--- config.mk ---
export PLATFORM = sky130hd
export DESIGN_NAME = fifo_enq_arbiter
export DESIGN_NICKNAME = d
export VERILOG_FILES = /design/src/rtl/fifo_arb_pkg.sv /design/src/rtl/rr_priority_picker.sv /design/src/rtl/fifo_enq_arbiter.sv
export SDC_FILE = /design/constraint.sdc
export NUM_CORES = 1
export LEC_CHECK = 0
export ABC_AREA = 1
export BUFFER_PORTS_ARGS = -buffer_cell sky130_fd_sc_hd__buf_2
export CAP_MARGIN = 20
export CORE_ASPECT_RATIO = 2
export CORE_MARGIN = 2
export CORE_UTILIZATION = 30
export DETAILED_ROUTE_END_ITERATION = 8
export PLACE_DENSITY = 0.6
export SETUP_SLACK_MARGIN = 0.02
export SLEW_MARGIN = 30
export SYNTH_ARGS = -nofsm -noshare
export SYNTH_HDL_FRONTEND = slang
export SYNTH_SLANG_ARGS = --single-unit
--- constraint.sdc ---
create_clock -name clk -period 6.3 [get_ports clk]
set_input_delay 0.63 -clock clk [delete_from_list [all_inputs] [get_ports clk]]
set_output_delay 0.63 -clock clk [all_outputs]
set_load 0.02 [all_outputs]
--- src/rtl/fifo_arb_pkg.sv ---
// fifo_arb_pkg: shared payload/counter types for the fifo enqueue arbiter
package fifo_arb_pkg;
  localparam int CNT_WIDTH = 32;
  localparam int DEF_ENTRY_WIDTH = 32;
  typedef logic [DEF_ENTRY_WIDTH-1:0] entry_t;
  typedef logic [CNT_WIDTH-1:0] cnt_t;
endpackage

--- src/rtl/rr_priority_picker.sv ---
// rr_priority_picker: first valid requester at or after rr_ptr, as one-hot grant and index
module rr_priority_picker #(
  parameter int N_REQ = 4,
  localparam int IDX_WIDTH = $clog2(N_REQ)
) (
  input  logic [N_REQ-1:0]     req_valid,
  input  logic [IDX_WIDTH-1:0] rr_ptr,
  output logic [N_REQ-1:0]     grant,
  output logic [IDX_WIDTH-1:0] idx,
  output logic                 any
);
  int j;
  logic [IDX_WIDTH-1:0] jj;
  always_comb begin
    grant = '0;
    idx = '0;
    any = 1'b0;
    j = 0;
    jj = '0;
    // descending scan so the closest requester to rr_ptr is written last and wins
    for (int k = N_REQ - 1; k >= 0; k--) begin
      j = int'(rr_ptr) + k;
      j = (j >= N_REQ) ? j - N_REQ : j;
      jj = IDX_WIDTH'(j);
      if (req_valid[jj]) begin
        grant = '0;
        grant[jj] = 1'b1;
        idx = jj;
        any = 1'b1;
      end
    end
  end
endmodule

--- src/rtl/fifo_enq_arbiter.sv ---
// fifo_enq_arbiter: round-robin share of one fifo enqueue port; FIFO_ARB_PERF_CTR_EN adds grant counters
module fifo_enq_arbiter
  import fifo_arb_pkg::*;
#(
  parameter int N_REQ = 4,
  parameter int ENTRY_WIDTH = $bits(entry_t),
  localparam int IDX_WIDTH = $clog2(N_REQ)
) (
  input  logic                                clk,
  input  logic                                rst_aL,
  input  logic [N_REQ-1:0]                    req_valid,
  output logic [N_REQ-1:0]                    req_ready,
  input  logic [N_REQ-1:0][ENTRY_WIDTH-1:0]   req_data,
  input  logic                                flush,
  input  logic                                fifo_enq_ready,
  output logic                                fifo_enq_valid,
  output logic [ENTRY_WIDTH-1:0]              fifo_enq_data,
  output logic [IDX_WIDTH-1:0]                fifo_enq_src
`ifdef FIFO_ARB_PERF_CTR_EN
  ,
  output logic [N_REQ-1:0][CNT_WIDTH-1:0]     grant_cnt
`endif
);
  logic [IDX_WIDTH-1:0] rr_ptr;
  logic [IDX_WIDTH-1:0] win_idx;
  logic [N_REQ-1:0]     grant;
  logic                 win_any;
  logic                 can_accept;
  logic                 xfer;

  rr_priority_picker #(.N_REQ(N_REQ)) u_picker (
    .req_valid (req_valid),
    .rr_ptr    (rr_ptr),
    .grant     (grant),
    .idx       (win_idx),
    .any       (win_any)
  );

  assign can_accept = !fifo_enq_valid || fifo_enq_ready;
  assign req_ready = (rst_aL && can_accept && !flush) ? grant : '0;
  assign xfer = win_any && |req_ready;

  always_ff @(posedge clk or negedge rst_aL) begin
    if (!rst_aL) begin
      fifo_enq_valid <= 1'b0;
      fifo_enq_data <= '0;
      fifo_enq_src <= '0;
      rr_ptr <= '0;
    end else if (flush) begin
      fifo_enq_valid <= 1'b0;
    end else if (xfer) begin
      fifo_enq_valid <= 1'b1;
      fifo_enq_data <= req_data[win_idx];
      fifo_enq_src <= win_idx;
      rr_ptr <= (win_idx == IDX_WIDTH'(N_REQ - 1)) ? '0 : win_idx + 1'b1;
    end else if (can_accept) begin
      fifo_enq_valid <= 1'b0;
    end
  end

`ifdef FIFO_ARB_PERF_CTR_EN
  logic [N_REQ-1:0][CNT_WIDTH-1:0] cnt;
  assign grant_cnt = cnt;
  // saturating: once all-ones the counter stays there
  always_ff @(posedge clk or negedge rst_aL) begin
    if (!rst_aL)
      cnt <= '0;
    else
      for (int i = 0; i < N_REQ; i++)
        if (req_ready[i] && req_valid[i] && cnt[i] != '1)
          cnt[i] <= cnt[i] + 1'b1;
  end
`endif
endmodule
==> results of run 1 <==
synth_stat cells (all sizes together):
master,count,area (um2)
a21oi,7,35.0
inv,149,567
dfrtp,37,926
o21ai,2,13.8
ha,8,100
nand2,242,946
nand3b,1,7.51
buf,31,260
nor2,10,61.3
clkbuf,3,11.3
nand3,144,736
power groups by stage:
stage,Clock [uW],Sequential (uW),Combinational [uW]
2_1_floorplan,0,564,1690
3_3_place_gp,0,447,2170
3_5_place_dp,0,446,2170
4_1_cts,256,445,2180
5_1_grt,268,463,2460
6_report,251,445,2150
logic make-up (layout without fill, tap and decap cells):
kind of cell,after synthesis,count (layout),synth area share [%]
simple gates,397,397,47.8
other cells,0,1,0
fa+ha+maj,8,8,2.73
buf+inv,183,336,22.9
compound gates,9,9,1.33
flops,37,37,25.3
metrics by stage:
| stage | area [um2] | total power, uW | util (%) | hold slack [ns] | setup slack (ns) |
|---|---|---|---|---|---|
| after floorplan | 3660 | 2250 | - | 0.334 | 4.07 |
| after global placement | 4490 | 2610 | 37.2 | 0.458 | 3.32 |
| after detailed placement | 4490 | 2620 | 37.2 | 0.461 | 3.30 |
| after CTS | 4630 | 2880 | 38.4 | 0.430 | 3.29 |
| after global routing | 4630 | 3190 | 38.4 | 0.450 | 2.99 |
| final | 4630 | 2840 | 38.4 | 0.398 | 3.32 |
final timing paths:
path                                      to               from
max                                rr_ptr[1]          rr_ptr[0]
min                        fifo_enq_data[26]             rst_aL
max reg2reg                        rr_ptr[1]          rr_ptr[0]
min reg2reg                fifo_enq_data[21]  fifo_enq_data[21]
max in group asynchronous  fifo_enq_data[12]             rst_aL
min in group clk           fifo_enq_data[21]  fifo_enq_data[21]
sequential cells by signal, summed over array words and instances, names as in the netlist:
| signal | flops |
|---|---|
| fifo_enq_src | 2 |
| rr_ptr | 2 |
| fifo_enq_valid | 1 |
| fifo_enq_data | 32 |
worst reg2reg max path: cells and delay by family, from the launching register on:
family / cells / cell delay, ns
adders and majority gates: 2 / 0.68
DFF: 1 / 0.65
and+or+nand+nor: 8 / 0.77
buffers and inverters: 4 / 0.77
metal layers:
metal	vias up	share of wire, %	global-route usage (%)
li1	2185	-	-
met1	1900	36	19.1
met2	103	58	38.0
met3	20	2.9	1.69
met4	0	2.7	6.52
met5	-	0	0
cell type report:
cell class                      count  area share, %
Tap cell                          147           3.97
Timing Repair Buffer              179           19.6
Multi-Input combinational cell    414           41.1
Clock inverter                      2          0.216
Inverter                          149           12.2
Sequential cell                    37           20.0
Antenna cell                        1         0.0541
Clock buffer                        6           2.78
==> impl_metrics.py, run 1 <==
metrics = {
    "sta": {
        "tightest_slew_ns": 0.702,
        "fin_crit_ns": 2.98,
        "setup_violations": 0,
        "slew_headroom_pct": 53.2,
        "maxSlewViolCount": 0,
        "hold_viol": 0,
        "finalCritPeriodShare_pct": 47.3,
        "rsz0062_at_grt": "no",
        "clock.fmax_ghz": 0.336,
        "fin_tns_setup_ns": 0,
        "skew_ns": 0.00495,
    },
    "min_path": {
        "hold_class": "in2async",
    },
    "clock_network": {
        "clock-sinks": 37,
        "post_cts_resized": 0,
        "clk_pin_slew_ns": 0.06,
        "ctsHoldBuffers": 0,
        "clockBufferDepth": 2,
        "post-cts-setup-buffers": 0,
        "clock_latency_ns": 0.28,
        "cts.htree.levels": 2,
        "cts_tree": "built",
        "root_buffer": "clkbuf_16",
        "numCtsBuffers": 5,
    },
    "setup_path": {
        "cp.depth": 14,
        "ff2ff_path_depth": 14,
        "worst_path_max_delay_cell": "dfrtp_1",
        "crit_path_frequent_cell": "nand2_1",
        "critPathArrivalTime_ns": 3.16,
        "end_kind": "flop",
        "critPathBufInv": 4,
        "crit_path_max_incr_delay_ns": 0.65,
        "start_kind": "flop",
        "path_delay_family": "buffers and inverters",
        "path_cells": "inv_6, ha_1, inv_1, nand2_2, nand2_4, inv_4, nand2_1, nand2_1, nand2_2, nand2_2, buf_4, ha_1, nand2_1, nand2_1",
        "r2r_slack_ns": 3.32,
        "worst-setup-path-type": "reg2reg",
        "required_ns": 6.48,
        "worstPathMaxFanout": 49,
    },
    "die": {
        "ios": 175,
        "num_rows": 57,
        "start_util_pct": 30.4,
        "die_area_um2": 13200,
        "die_w_um": 82.1,
        "die_h_um": 160,
        "core_area_um2": 12100,
    },
    "detailed_routing": {
        "drtPass1Iterations": 4,
        "first_iter_violations": 189,
        "via_per_inst": 4.50,
        "ant_nets": 0,
        "drc": 0,
        "avgRoutedWirePerCell_um": 12.8,
        "drt-total-wl_um": 12000,
        "vias": 4208,
    },
    "power": {
        "switchingPower_uw": 1660,
        "p_leak_uw": 0.00314,
        "sw_frac_of_total_pct": 58.4,
        "power.share.sequential_pct": 15.7,
        "intPower_uw": 1180,
        "pwr-share-comb_pct": 75.5,
        "p_per_area_nw_per_um2": 614,
        "peakVddDrop_mv": 0.368,
        "power_frac_clock_pct": 8.8,
    },
    "layout": {
        "layout_common_cells": "230 x nand2_1, 174 x buf_2, 143 x inv_1, 141 x nand3_1, 37 x dfrtp_1",
        "area.growth.synth_to_final_pct": 26.3,
        "nets": 930,
        "multi_input_area_um2": 1900,
        "nFillCells": 1417,
        "fin_cells": 935,
        "seq_area_um2": 926,
        "layout_commonest_cell": "nand2_1",
        "drive_gt1_share_pct": 26.7,
    },
    "synth": {
        "synth_nets": 778,
        "syn_avg_cell_area_um2": 5.78,
        "ys_ff_latch": 37,
        "ys_types": 22,
        "yosys_warnings": 0,
        "synth_cells": 634,
        "seq_area_frac_synth_pct": 25.3,
        "syn_area_um2": 3660,
    },
    "global_route": {
        "grt_pass1_wl_um": 19300,
        "grtUsageTotal_pct": 19.0,
        "antenna_found_initial": 1,
        "grt_pass1_vias": 4057,
        "grt_overflow": 0,
        "grt_max_degree": 65,
    },
    "placed_design": {
        "portBuffers": 174,
        "dp_cells": 926,
        "gp_congestion": 0.847,
        "dp_hpwl_um": 8590,
    },
    "status": {
        "status": "finished, final reports clean",
    },
    "flow_run": {
        "maxCapViolations": 0,
    },
}
(Power assumes the default switching activity.)
==> run 2: changes to the inputs <==
==> constraint.sdc (replaced) <==
create_clock -name clk -period 3 [get_ports clk]
set_input_delay 0.3 -clock clk [delete_from_list [all_inputs] [get_ports clk]]
set_output_delay 0.3 -clock clk [all_outputs]
set_load 0.02 [all_outputs]
==> run 2 against run 1 <==
Net effect: flip-flop and latch count is the same; total power grew 110%; first-iteration DRC count decreased by 41%; setup slack got worse by 2.8 ns; register-to-register slack worse by 2.8 ns; utilization rose by 0.50 points; critical path depth shrank 2; critical path type unchanged.
==> impl_metrics.py, run 2 (synthesized netlist as in run 1, its figures left out) <==
metrics = {
    "layout": {
        "drive_gt1_share_pct": 27.2,
        "layout_commonest_cell": "nand2_1",
        "layout_common_cells": "230 x nand2_1, 174 x buf_2, 143 x inv_1, 141 x nand3_1, 37 x dfrtp_1",
        "area.growth.synth_to_final_pct": 28.0,
        "largest-register": "fifo_enq_data",
        "reg.largest.list": "fifo_enq_data: 32 flops, fifo_enq_src: 2 flops, rr_ptr: 2 flops",
        "fin_cells": 942,
        "nets": 936,
        "largest_register_ffs": 32,
    },
    "global_route": {
        "grt_pass1_vias": 4046,
        "grt_max_degree": 38,
        "antenna_found_initial": 2,
        "grtUsageTotal_pct": 18.5,
        "grt_pass1_wl_um": 18700,
        "grt_overflow": 0,
    },
    "setup_path": {
        "required_ns": 3.17,
        "critPathBufInv": 3,
        "path_cells": "inv_1, ha_1, inv_1, nand3_1, nand2_1, o21ai_2, nand2_2, nand2_2, buf_4, ha_1, nand2_1, nand2_1",
        "path_delay_family": "adder cells",
        "end_kind": "flop",
        "critPathArrivalTime_ns": 2.69,
        "start_kind": "flop",
        "worst_path_max_delay_cell": "dfrtp_1",
        "worstPathMaxFanout": 35,
        "worst-setup-path-type": "reg2reg",
        "crit_path_max_incr_delay_ns": 0.47,
        "crit_path_frequent_cell": "nand2_1",
    },
    "die": {
        "core_area_um2": 12100,
        "ios": 175,
        "die_w_um": 82.1,
        "start_util_pct": 30.4,
        "die_area_um2": 13200,
        "num_rows": 57,
        "die_h_um": 160,
    },
    "min_path": {
        "hold_class": "in2async",
    },
    "detailed_routing": {
        "drtPass1Iterations": 4,
        "drt-total-wl_um": 12000,
        "vias": 4273,
        "first_iter_violations": 112,
        "via_per_inst": 4.54,
        "avgRoutedWirePerCell_um": 12.7,
        "ant_nets": 0,
        "drc": 0,
    },
    "clock_network": {
        "root_buffer": "clkbuf_16",
        "ctsHoldBuffers": 0,
        "clock_latency_ns": 0.28,
        "cts_tree": "built",
        "cts.htree.levels": 2,
        "post_cts_resized": 0,
        "clockBufferDepth": 2,
        "post-cts-setup-buffers": 0,
        "clk_pin_slew_ns": 0.06,
        "clock-sinks": 37,
        "numCtsBuffers": 5,
    },
    "placed_design": {
        "dp_hpwl_um": 9080,
        "portBuffers": 174,
        "dp_cells": 932,
        "gp_congestion": 0.864,
    },
    "power": {
        "p_per_area_nw_per_um2": 1300,
        "peakVddDrop_mv": 0.870,
        "p_leak_uw": 0.00317,
    },
    "sta": {
        "fin_tns_setup_ns": 0,
        "slew_headroom_pct": 66.1,
        "rsz0062_at_grt": "no",
        "clock.fmax_ghz": 0.396,
        "maxSlewViolCount": 0,
        "tightest_slew_ns": 0.509,
        "finalCritPeriodShare_pct": 84.1,
        "fin_crit_ns": 2.52,
        "skew_ns": 0.00656,
        "setup_violations": 0,
        "hold_viol": 0,
    },
    "flow_run": {
        "maxCapViolations": 0,
    },
    "status": {
        "status": "finished, final reports clean",
    },
}
-- run 2: cell types whose count changed in the layout (fill, tap and decap cells not counted), sizes merged --
cell / change
diode: +1
buf: +6
-- run 2: area by class of cell --
cell class	count	area, um2
flip-flops and latches	37	926
diodes	2	5.00
clock inverters	2	10.0
clock buffers	6	129
repair buffers	185	966
well taps	147	184
multi-input cells	414	1900
fillers	1415	7360
inverters	149	567
-- run 2: final timing paths --
path	cells past startpoint	to	slack [ns]	start
setup / recovery	12	rr_ptr[1]	0.48	rr_ptr[1]
hold / removal	2	fifo_enq_data[26]	0.14	rst_aL
setup reg to reg	12	rr_ptr[1]	0.48	rr_ptr[1]
hold reg to reg	2	fifo_enq_data[25]	0.47	fifo_enq_data[25]
max in group asynchronous	2	fifo_enq_data[0]	2.50	rst_aL
min in group clk	2	fifo_enq_valid	0.22	flush
-- run 2: routing by layer --
metal  wire [um]  track usage, %  vias up
li1            -               -     2196
met1        4310            18.4     1942
met2        6920            36.3      112
met4         369            8.11        0
met3         349            1.53       23
met5           0               0        -
-- run 2: metrics by stage --
| stage | worst slack [ns] | cell area (um2) | power (uW) | util, % | hold slack [ns] |
|---|---|---|---|---|---|
| after CTS | 0.473 | 4680 | 6170 | 38.9 | 0.159 |
| after detailed placement | 0.507 | 4540 | 5630 | 37.7 | 0.460 |
| after global routing | 0.273 | 4690 | 6760 | 38.9 | 0.188 |
| after global placement | 0.543 | 4540 | 5600 | 37.7 | 0.458 |
| final | 0.477 | 4690 | 6080 | 38.9 | 0.141 |
| after floorplan | 0.820 | 3660 | 4720 | - | 0.00441 |
-- run 2: power by group --
group	total, uW	internal, uW	switching, uW
clock	510	305	205
combinational	4660	1510	3150
sequential	915	771	144
total	6080	2590	3490
==> run 3: changes to the inputs <==
--- a/config.mk
+++ b/config.mk
@@ -12,7 +12,7 @@
 export CORE_MARGIN = 2
 export CORE_UTILIZATION = 30
 export DETAILED_ROUTE_END_ITERATION = 8
-export PLACE_DENSITY = 0.6
+export PLACE_DENSITY = 0.62
 export SETUP_SLACK_MARGIN = 0.02
 export SLEW_MARGIN = 30
 export SYNTH_ARGS = -nofsm -noshare
==> constraint.sdc (replaced) <==
create_clock -name clk -period 2.1 [get_ports clk]
set_input_delay 0.21 -clock clk [delete_from_list [all_inputs] [get_ports clk]]
set_output_delay 0.21 -clock clk [all_outputs]
set_load 0.02 [all_outputs]
==> run 3 against run 2 <==
Net effect: the run now ends with setup timing left; clock skew down 0.00057 ns; register-to-register slack worse by 0.50 ns; sequential share of layout area shrank 3.5 points; global-route usage is 2.0 points higher; utilization up 8.4 points; sequential power up 42%; non-clock buffer count rose by 33; count of clock-buffer cells in the layout stayed put; first-iteration DRC count grew 35%; routed wire length up 18%; flip-flop and latch count did not move.
==> impl_metrics.py, run 3 (synthesized netlist as in run 1, its figures left out) <==
metrics = {
    "power": {
        "switchingPower_uw": 6380,
        "power.share.sequential_pct": 10.6,
        "sw_frac_of_total_pct": 52.2,
        "p_total_uw": 12200,
        "power_frac_clock_pct": 6.1,
        "peakVddDrop_mv": 1.30,
        "p_leak_uw": 0.00354,
        "pwr-share-comb_pct": 83.3,
        "intPower_uw": 5840,
        "p_per_area_nw_per_um2": 2140,
    },
    "sta": {
        "finalCritPeriodShare_pct": 101,
        "hold_viol": 0,
        "clock.fmax_ghz": 0.470,
        "tightest_slew_ns": 0.530,
        "fin_crit_ns": 2.13,
        "setup_violations": 3,
        "skew_ns": 0.00599,
        "worst_slack_ns": -0.0265,
        "slew_headroom_pct": 64.7,
        "rsz0062_at_grt": "yes",
        "maxSlewViolCount": 0,
    },
    "setup_path": {
        "worstPathMaxFanout": 6,
        "path_cells": "inv_8, ha_4, inv_6, nand2_8, nand2_8, inv_6, nand3_2, nand3_1, nand2_1, buf_4, inv_2, buf_6",
        "start_kind": "flop",
        "critPathArrivalTime_ns": 1.92,
        "r2r-start": "rr_ptr[0]",
        "crit_path_max_incr_delay_ns": 0.43,
        "path_delay_family": "buffers and inverters",
        "worst_path_max_delay_cell": "dfrtp_2",
        "critPathLaunch": "rr_ptr[0]",
        "worst-setup-path-type": "reg2out",
        "critPathBufInv": 6,
        "end_kind": "primary output",
        "required_ns": 1.89,
    },
    "detailed_routing": {
        "via_per_inst": 4.68,
        "ant_nets": 0,
        "avgRoutedWirePerCell_um": 14.5,
        "vias": 4568,
        "drtPass1Iterations": 4,
        "first_iter_violations": 151,
        "drc": 0,
        "drt-total-wl_um": 14100,
    },
    "global_route": {
        "antenna_found_initial": 2,
        "grt_pass1_wl_um": 20700,
        "grt_overflow": 0,
        "grt_pass1_vias": 4468,
        "grt_max_degree": 39,
        "grtUsageTotal_pct": 20.5,
    },
    "clock_network": {
        "clock-sinks": 37,
        "cts.htree.levels": 2,
        "clockBufferDepth": 2,
        "numCtsBuffers": 5,
        "root_buffer": "clkbuf_16",
        "cts_tree": "built",
        "clock_latency_ns": 0.28,
        "clk_pin_slew_ns": 0.06,
    },
    "die": {
        "die_h_um": 160,
        "die_area_um2": 13200,
        "core_area_um2": 12100,
        "ios": 175,
        "die_w_um": 82.1,
        "num_rows": 57,
        "start_util_pct": 30.4,
    },
    "layout": {
        "layout_commonest_cell": "nand2_1",
        "nets": 971,
        "largest-register": "fifo_enq_data",
        "layout_common_cells": "205 x nand2_1, 170 x buf_2, 137 x inv_1, 122 x nand3_1, 36 x dfrtp_1",
        "final_util_pct": 47.3,
        "largest_register_ffs": 32,
        "reg.largest.list": "fifo_enq_data: 32 flops, fifo_enq_src: 2 flops, rr_ptr: 2 flops",
        "area.growth.synth_to_final_pct": 55.7,
        "drive_gt1_share_pct": 38.0,
        "nFillCells": 1270,
        "multi_input_area_um2": 2320,
        "seq_area_um2": 927,
    },
    "placed_design": {
        "gp_congestion": 0.964,
        "portBuffers": 174,
        "dp_hpwl_um": 9630,
    },
    "flow_run": {
        "maxCapViolations": 0,
    },
    "status": {
        "status": "complete, but fails checks",
        "violations": "setup timing",
    },
    "min_path": {
        "hold_class": "in2async",
    },
}
[run 3: changes by cell type in the layout (fill, tap and decap cells not counted), moves of 6 or more]
cell	delta
nand2_1	-25
nand3_1	-19
nand3_2	+15
nand2_2	+13
buf_6	+10
buf_12	+8
clkbuf_16	+8
nand2_8	+8
buf_4	+6
inv_1	-6
nand2_4	+6
[run 3: worst paths after layout]
path	to	slack, ns	cells after the start
setup / recovery	req_ready[2]	-0.03	12
hold / removal	fifo_enq_src[1]	0.07	2
setup reg to reg	fifo_enq_data[8]	-0.02	14
hold reg to reg	fifo_enq_data[23]	0.47	2
max in group asynchronous	rr_ptr[0]	1.66	2
min in group clk	fifo_enq_valid	0.13	2
[run 3: what timing repair did]
item                                    4_1_cts  5_1_grt
cloned                                        2       10
hold buffers                                  0        0
gates resized for setup                      39       78
buffers inserted                              6        0
pin swaps                                    14       28
endpoints found under the setup margin       40       40
[run 3: routing by layer]
layer | vias to the layer above | global-route usage, % | share of wire, %
li1 | 2280 | - | -
met1 | 2107 | 19.8 | 34
met2 | 138 | 39.5 | 58
met3 | 43 | 2.54 | 3.3
met4 | 0 | 10.5 | 5.1
met5 | - | 0 | 0
[run 3: stage by stage]
step / worst slack [ns] / cell area (um2) / hold slack (ns) / TNS [ns] / instances
6_report: -0.0265 / 5700 / 0.0657 / -0.0513 / 977
5_1_grt: -0.109 / 5700 / 0.101 / -3.16 / 977
4_1_cts: 0.0102 / 5140 / 0.0874 / 0 / 965
3_5_place_dp: -0.0442 / 4780 / 0.397 / -0.791 / 949
3_3_place_gp: -0.0429 / 4780 / 0.394 / -0.685 / 949
2_1_floorplan: 0.0247 / 3690 / -0.0856 / 0 / 634
[run 3: final cells by class]
cell class | count | share of cell area, %
flip-flops and latches | 37 | 16.3
diodes | 2 | 0.0877
clock buffers | 6 | 2.26
clock inverters | 2 | 0.175
repair buffers | 218 | 27.2
inverters | 149 | 10.2
well taps | 147 | 3.22
multi-input cells | 416 | 40.6
[run 3: power groups by stage]
| stage | clock network (uW) | registers [uW] | logic (uW) |
|---|---|---|---|
| final | 740 | 1300 | 10200 |
| after global routing | 789 | 1340 | 11100 |
| after CTS | 779 | 1300 | 8180 |
| after detailed placement | 0 | 1300 | 7560 |
| after global placement | 0 | 1320 | 7500 |
| after floorplan | 0 | 1690 | 5120 |
